<file path="config.mk">
export PLATFORM = sky130hd
export DESIGN_NAME = divisor_frecuencia_multi
export DESIGN_NICKNAME = d
export VERILOG_FILES = /design/src/rtl/divisor_pkg.sv /design/src/rtl/canal_divisor.sv /design/src/rtl/divisor_frecuencia_multi.sv
export SDC_FILE = /design/constraint.sdc
export NUM_CORES = 1
export LEC_CHECK = 0
export CAP_MARGIN = 10
export CORE_ASPECT_RATIO = 2
export CORE_MARGIN = 1.5
export CORE_UTILIZATION = 29
export DETAILED_ROUTE_END_ITERATION = 8
export PLACE_DENSITY = 0.41
export SLEW_MARGIN = 40
export SYNTH_ARGS = -nofsm -noshare
export SYNTH_HDL_FRONTEND = slang
export SYNTH_HIERARCHICAL = 1
export SYNTH_SLANG_ARGS = --single-unit
</file>
<file path="constraint.sdc">
create_clock -name clk -period 4 [get_ports clk]
set_clock_uncertainty 0.05 [all_clocks]
set_input_delay 0.8 -clock clk [delete_from_list [all_inputs] [get_ports clk]]
set_output_delay 0.8 -clock clk [all_outputs]
set_load 0.005 [all_outputs]
</file>
<file path="src/rtl/divisor_pkg.sv">
// Shared constants and helpers for the music box tone divider.
// Sequencer and bench convert note frequencies with hz_to_div.
package divisor_pkg;

  localparam int NUM_CH_DEF = 4;
  localparam int DIV_W_DEF  = 24;
  localparam int CLK_HZ     = 25_000_000;

  function automatic logic [DIV_W_DEF-1:0] hz_to_div(
    input int unsigned f
  );
    int unsigned q;
    q = (f == 0) ? 0 : CLK_HZ / (2 * f);
    return q[DIV_W_DEF-1:0];
  endfunction

endpackage

</file>
<file path="src/rtl/canal_divisor.sv">
// One tone channel: half-period counter with a pending divisor
// that is only applied on a half-period boundary.
module canal_divisor
  import divisor_pkg::*;
#(
  parameter int DIV_W = DIV_W_DEF
) (
  input  logic             clk,
  input  logic             rst_n,
  input  logic             i_en,
  input  logic             i_wr,
  input  logic [DIV_W-1:0] i_div,
  output logic             o_out,
  output logic             o_tick,
  output logic             o_pend
);

  localparam logic [DIV_W-1:0] ONE = DIV_W'(1);

  logic [DIV_W-1:0] r_act;
  logic [DIV_W-1:0] r_pend;
  logic             r_pend_v;
  logic [DIV_W-1:0] r_cnt;
  logic             r_out;
  logic             r_tick;

  logic [DIV_W-1:0] w_act_n;
  logic [DIV_W-1:0] w_pend_n;
  logic             w_pv_n;
  logic [DIV_W-1:0] w_cnt_n;
  logic             w_out_n;
  logic             w_tick_n;
  logic [DIV_W-1:0] w_load;
  logic             w_last;

  assign w_last = (r_cnt == r_act - ONE);
  // A write landing on the boundary itself bypasses pend
  assign w_load = i_wr ? i_div : r_pend;

  always_comb begin
    w_act_n  = r_act;
    w_pend_n = r_pend;
    w_pv_n   = r_pend_v;
    w_cnt_n  = r_cnt;
    w_out_n  = r_out;
    w_tick_n = 1'b0;
    if (i_wr) begin
      w_pend_n = i_div;
      w_pv_n   = 1'b1;
    end
    if (i_en) begin
      if (r_act == '0) begin
        if (r_pend_v) begin
          w_act_n = r_pend;
          w_cnt_n = '0;
          w_out_n = 1'b0;
          if (!i_wr) w_pv_n = 1'b0;
        end
      end else if (w_last) begin
        w_cnt_n = '0;
        if (i_wr || r_pend_v) begin
          w_act_n = w_load;
          w_pv_n  = 1'b0;
        end
        if (w_act_n == '0) begin
          w_out_n = 1'b0;
        end else begin
          w_out_n  = !r_out;
          w_tick_n = !r_out;
        end
      end else begin
        w_cnt_n = r_cnt + ONE;
      end
    end
  end

  always_ff @(posedge clk or negedge rst_n) begin
    if (!rst_n) begin
      r_act    <= '0;
      r_pend   <= '0;
      r_pend_v <= 1'b0;
      r_cnt    <= '0;
      r_out    <= 1'b0;
      r_tick   <= 1'b0;
    end else begin
      r_act    <= w_act_n;
      r_pend   <= w_pend_n;
      r_pend_v <= w_pv_n;
      r_cnt    <= w_cnt_n;
      r_out    <= w_out_n;
      r_tick   <= w_tick_n;
    end
  end

  assign o_out  = r_out;
  assign o_tick = r_tick;
  assign o_pend = r_pend_v;

endmodule

</file>
<file path="src/rtl/divisor_frecuencia_multi.sv">
// Multi-channel square-wave tone divider feeding the voice mixer.
// Decodes the write port into per-channel strobes.
module divisor_frecuencia_multi
  import divisor_pkg::*;
#(
  parameter int NUM_CH = NUM_CH_DEF,
  parameter int DIV_W  = DIV_W_DEF,
  parameter int CH_W   = (NUM_CH > 1) ? $clog2(NUM_CH) : 1
) (
  input  logic              clk,
  input  logic              rst_n,
  input  logic              en,
  input  logic              wr_en,
  input  logic [CH_W-1:0]   wr_ch,
  input  logic [DIV_W-1:0]  wr_div,
  output logic [NUM_CH-1:0] clk_out,
  output logic [NUM_CH-1:0] tick,
  output logic [NUM_CH-1:0] pending
);

  logic [NUM_CH-1:0] w_wr;

  for (genvar i = 0; i < NUM_CH; i++) begin : g_ch
    assign w_wr[i] = wr_en && (wr_ch == CH_W'(i));

    canal_divisor #(
      .DIV_W (DIV_W)
    ) u_canal (
      .clk    (clk),
      .rst_n  (rst_n),
      .i_en   (en),
      .i_wr   (w_wr[i]),
      .i_div  (wr_div),
      .o_out  (clk_out[i]),
      .o_tick (tick[i]),
      .o_pend (pending[i])
    );
  end

endmodule

</file>
After elaboration in Yosys (flattened, before gate mapping)
Cells that the tools add are included.
Word-level totals
  bits in registers: 300
  bits in latches: 0
  RAM bits: 0
  ROM bits: 0
  input bits: 30
  output and inout bits: 12
  logic and storage cells: 176
  memories kept: 0
Cells by class
  add/subtract/negate cells: 8
  multipliers: 0
  divide/modulo/power cells: 0
  magnitude comparators: 0
  eq/ne operators: 11
  shifts and indexed selects: 0
  multiplexer cells: 100
  bitwise logic cells: 0
  reduce and logical (&&, ||, !) cells: 33
Operators by type and width (count)
  $mux W24: 44
  $logic_not A24 Y1: 8
  $add A24 B1 Y24 const B: 4
  $eq A24 B24 Y1: 4
  $sub A24 B1 Y24 const B: 4
  $mux W1: 56
  $reduce_and A3 Y1: 4
  $ne A2 B1 Y1 const B: 4
  $reduce_and A2 Y1: 4
  $reduce_bool A2 Y1: 4
  $eq A2 B2 Y1 const B: 2
  $logic_and A1 B1 Y1: 4
  $logic_not A1 Y1: 4
  $logic_or A1 B1 Y1: 4
  $eq A2 B1 Y1 const B: 1
  $logic_not A2 Y1: 1

Longest topological paths before layout
  depth after elaboration: 12
  depth in mapped cells: 14
  depth with buffers taken out: 10

By module
The synthesis kept the hierarchy.
By module, submodules not included
  canal_divisor (g_ch[0].u_canal ...): instances 2, cells an instance 548, area each 4942.2 um2, sequential area each 1876.8 um2
  canal_divisor (g_ch[3].u_canal): instances 1, cells an instance 530, area each 4702.0 um2, sequential area each 1876.8 um2
  canal_divisor (g_ch[2].u_canal): instances 1, cells an instance 491, area each 4616.9 um2, sequential area each 1876.8 um2
  divisor_frecuencia_multi: instances 1, cells an instance 4, area each 37.5 um2, sequential area each 0.0 um2

Least setup slack after synthesis
OpenSTA, ideal clock, no wires.
  path type: register to register
  from: register g_ch[3].u_canal.r_act[0]
  to: register g_ch[3].u_canal.r_cnt[22]
  setup time: 119 ps
  data arrival time: 3403 ps
  data required time: 3831 ps
  path slack: 428 ps
  stages on the path, launching flop included: 15
  path buffers: 4
  period minus slack after synthesis: 3572 ps
  cell sequence: dfrtp_1 -> clkbuf_1 -> inv_1 -> ha_1 -> or4b_2 -> or4_1 -> nor2_1 -> xnor2_1 -> a22o_1 -> clkbuf_1 -> nor4_4 -> o21a_1 -> buf_4 -> buf_6 -> nor2_1
On the way
  word-level cells in the longest chain between the ends: 4
  elaborated cells between the ends (all ways): 7
  classes of those cells: add/sub: 1; eq/ne: 2; mux: 2; reduce/logical: 2
RTL lines
  start: declaration: RTL line canal_divisor.sv:20  | logic [DIV_W-1:0] r_act;
  start signal: assignment: RTL line canal_divisor.sv:86  | r_act <= w_act_n;
  $sub A24 B1 Y24: RTL line canal_divisor.sv:36  | assign w_last = (r_cnt == r_act - ONE);
  $eq A24 B24 Y1: RTL line canal_divisor.sv:36
  $mux W24: RTL line canal_divisor.sv:59  | end else if (w_last) begin
  $mux W24: RTL line canal_divisor.sv:52  | if (r_act == '0) begin
  end signal: assignment: RTL line canal_divisor.sv:89  | r_cnt <= w_cnt_n;
  end: declaration: RTL line canal_divisor.sv:23  | logic [DIV_W-1:0] r_cnt;
Several ways; a longest one is shown, not always the timed one.
A chain may end at the register's enable or synchronous reset.

Final worst setup path
  from: register g_ch[2].u_canal.r_act[1]
  to: register g_ch[2].u_canal.r_act[17]
On the way
  word-level cells in the longest chain between the ends: 4
  elaborated cells between the ends (all ways): 7
  classes of those cells: add/sub: 1; eq/ne: 2; mux: 1; reduce/logical: 3
RTL lines (RTL line)
  start: declaration: canal_divisor.sv:20
  start signal: assignment: canal_divisor.sv:86
  $sub A24 B1 Y24: canal_divisor.sv:36
  $eq A24 B24 Y1: canal_divisor.sv:36
  $reduce_bool A2 Y1 (no source line)
  $reduce_and A3 Y1 (no source line)
Several ways; a longest one is shown, not always the timed one.

==> summary.md <==
| Metric | Value |
|---|---|
| Status | complete, no violations |
| Clock tree from TritonCTS | built |
| PortBufs | 41 |
| Final setup violating endpoints | 0 |
| Number of vias after detailed routing | 16650 |
| Transition at the pin with the smallest max-transition slack | 0.8149 ns |
| Number of buffers inserted by post-CTS setup repair | 0 |
| Syn_area_per_cell | 9.072 um2 |
| Post-place setup slack | -0.2239 ns |
| Global-route wire length before repair | 108600 um |
| Number of synthesized register bits | 300 |
| Min Clock Period, post-route | 3.757 ns |
| Ys flop type | dfrtp_1 |
| Finished layout cell area | 0.02261 mm2 |
| Top-area cell type share of the netlist area | 39.02% |
| Iteration-0 DRC Markers | 929 |
| Final layout net count | 2261 |
| Core Footprint | 0.06573 mm2 |
| Residual overflow from global routing | 0 |
| Distinct cell type count after synthesis | 98 |
| Delay-heaviest family, CP | compound AO/OA/AOI/OAI gates |
| Starting density of the core | 29.27% |
| Antenna Violating Nets Remaining | 0 |
| Hold Vio Cnt, Final | 0 |
| Dpl hpwl | 56900 um |
| Tightest slew margin relative to the limit | 44.91% |
| Final worst-path cycle share | 93.92% |
| Delay contributed by the slowest stage of the critical path | 0.68 ns |
| Most common cell after layout, fill and taps aside | dfrtp_1 |
| Synth Net Count | 2163 |
| Static leakage | 9.587 nW |
| Width of the chip | 185.1 um |
| Filler cell count | 6816 |
| Met1 Track Usage GR | 20.81% |
| Number of buffers and inverters on the critical path | 2 |
| Drt drc | 0 |
| Share of final-layout standard cells stronger than drive strength 1 | 15.64% |
| Avg Vias per Cell | 5.335 |
| Largest net degree at the start of global routing | 82 |
| Synth Cell Area | 0.01924 mm2 |
| Final Max Tran Viols | 0 |
| Top cells by area in the synthesized netlist | dfrtp_1, xnor2_1, nor2_1 |
| Insertion delay to the later sink of the worst-skew pair | 0.55 ns |
| Slowest-stage cell, CP | or4_1 |
| Height of the die | 367.3 um |
| Total chip power | 10.26 mW |
| Register clock-pin slew on the reported worst setup and hold paths | 0.07 ns |
| Worst Hold Class | input port to asynchronous set/reset pin |
| Fraction of registers with async set/reset | 100.0% |
| Number of top-level design ports | 42 |
| # rows | 133 |
| Via count of the first global-routing pass | 16860 |
| Number of antenna violations at the first check in global routing | 1 |
| 1st-pass router iterations | 5 |
| Max Clk Rate | 266.2 MHz |
| Total wire length after detailed routing | 72650 um |
| Reg area | 0.007508 mm2 |
| Number of hold-repair buffers added at the cts stage | 0 |
| Clock Sinks | 300 |
| Setup slack after layout | 0.2433 ns |
| Worst IR drop on VDD | 0.0002209 V |
| Synth area leader | dfrtp_1 |
| Most utilized layer in the global route result | met2 |
| Number of gates resized after cts | 0 |
| Maximum count of clock buffers along a single path | 3 |
| RSZ-0062 raised after global routing | false |
| Largest fanout on the critical path | 11 |
| Number of diodes | 0 |
| Clock tree root driver cell | clkbuf_16 |
| Placed Instances | 3060 |
| Routed WL per cell | 23.28 um |
| GRT Total Usage | 21.52% |
| GRT met3 Usage | 2.043% |
| Signal arrival time at the worst endpoint | 4.16 ns |
| Number of warning messages in the yosys log | 6 |
| Final core occ | 34.39% |
| Met2 routing resource usage after global routing | 42.63% |
| Critical path data required time | 4.40 ns |
| Area of the die | 0.06800 mm2 |
| Sequential area share after synthesis | 39.02% |
| Kind of start point of the critical path | register |
| Placed standard-cell area | 0.02138 mm2 |
| Worst setup EP type | register |
| H-Tree Depth | 2 |
| Multi-input gate area in the final layout | 0.01081 mm2 |
| Highest-count cells in the layout ignoring fill and taps | dfrtp_1, nor2_1, buf_4 |
| Mapped Cells | 2121 |
| Final weighted congestion in routability-driven placement | 0.8854 |
| Crit Path Class | register to register |
| Count of flip-flops with a built-in enable after synthesis | 0 |
| P&R area growth vs syn | 17.49% |
| Areal power density over the cells | 453.7 mW/mm2 |
| CTS Buf Count | 34 |
| Ordered cell list for the critical path | buf_4, or4_1, xnor2_1, o31a_1, a2111oi_2, and3_1, nand4_1, buf_4, o31a_1, a211oi_1 |
| Max cap viols | 0 |
| Number of standard cells in the layout, taps in and fillers out | 3121 |
[area by class of cell]
class	count	area share [%]
repair buffers	193	7.217
well taps	877	4.854
multi-input cells	1602	47.82
clock inverters	9	0.6420
clock buffers	52	4.787
inverters	88	1.461
flip-flops and latches	300	33.21
[synth_stat cells (all sizes together), types with 7 or more instances]
cell and count:
buf 42, nand2b 9, and4 7, dfrtp 300, a22oi 9, a211oi 11, xnor2 116, o32ai 16
nor2 257, o211ai 19, or2 9, a21oi 56, nor3b 7, a31oi 22, nor4 49, and2 14
or3 47, xor2 88, and3 43, nand3 98, o21ai 98, o31ai 16, or4b 7, a22o 8
o2111ai 9, inv 88, nand4 41, a2111oi 7, clkbuf 89, mux2i 56, or4 25, a21o 10
ha 12, nor3 92, o2bb2ai 19, nand2 135, nor2b 9, mux2 66, a221o 15
[per-layer routing]
| metal | up-vias | share of wire [%] |
|---|---|---|
| li1 | 7863 | - |
| met1 | 8293 | 34 |
| met2 | 346 | 57 |
| met3 | 148 | 2.6 |
| met4 | 2 | 6.6 |
| met5 | - | 0.022 |
[metrics by stage]
step | setup TNS [ns] | hold slack [ns]
floorplan | 0 | 0.4048
global placement | -0.2997 | 0.4325
detailed placement | -0.3907 | 0.4340
CTS | 0 | 0.2064
global route | 0 | 0.2407
finish | 0 | 0.1980
[worst paths after layout]
kind	depth (start not counted)	from	slack, ns	to
min in group clk	2	g_ch[3].u_canal/r_pend[3]	0.45	g_ch[3].u_canal/r_act[3]
hold / removal	1	rst_n	0.20	g_ch[3].u_canal/r_cnt[15]
setup / recovery	10	g_ch[2].u_canal/r_act[1]	0.24	g_ch[2].u_canal/r_act[17]
max in group asynchronous	2	rst_n	2.79	g_ch[3].u_canal/r_act[14]
setup reg to reg	10	g_ch[2].u_canal/r_act[1]	0.24	g_ch[2].u_canal/r_act[17]
hold reg to reg	2	g_ch[3].u_canal/r_pend[3]	0.45	g_ch[3].u_canal/r_act[3]
[report_power, final]
part / switching [mW] / internal, mW / total [mW] / leakage, nW
logic: 1.64 / 1.21 / 2.84 / 5.19
clock network: 1.39 / 2.12 / 3.51 / 0.610
registers: 0.473 / 3.43 / 3.90 / 3.78
[flip-flops by register name (all words and copies together) (netlist names)]
signal / flops
g_ch.u_canal/o_tick: 4
g_ch.u_canal/r_cnt: 96
g_ch.u_canal/o_out: 4
g_ch.u_canal/r_pend: 96
g_ch.u_canal/r_act: 96
g_ch.u_canal/o_pend: 4
[logic make-up (layout without fill, tap and decap cells)]
| group | count (synthesis) | after routing | share of synthesized area (%) |
|---|---|---|---|
| and+or+nand+nor | 880 | 880 | 24.75 |
| AOI/OAI and AO/OA | 384 | 384 | 14.53 |
| DFF | 300 | 300 | 39.02 |
| buffers and inverters | 219 | 342 | 4.864 |
| xor gates and xnor gates | 204 | 204 | 9.286 |
| muxes | 122 | 122 | 6.776 |
| adders and majority gates | 12 | 12 | 0.7803 |
Note: power is estimated with default switching activity, not from simulation.
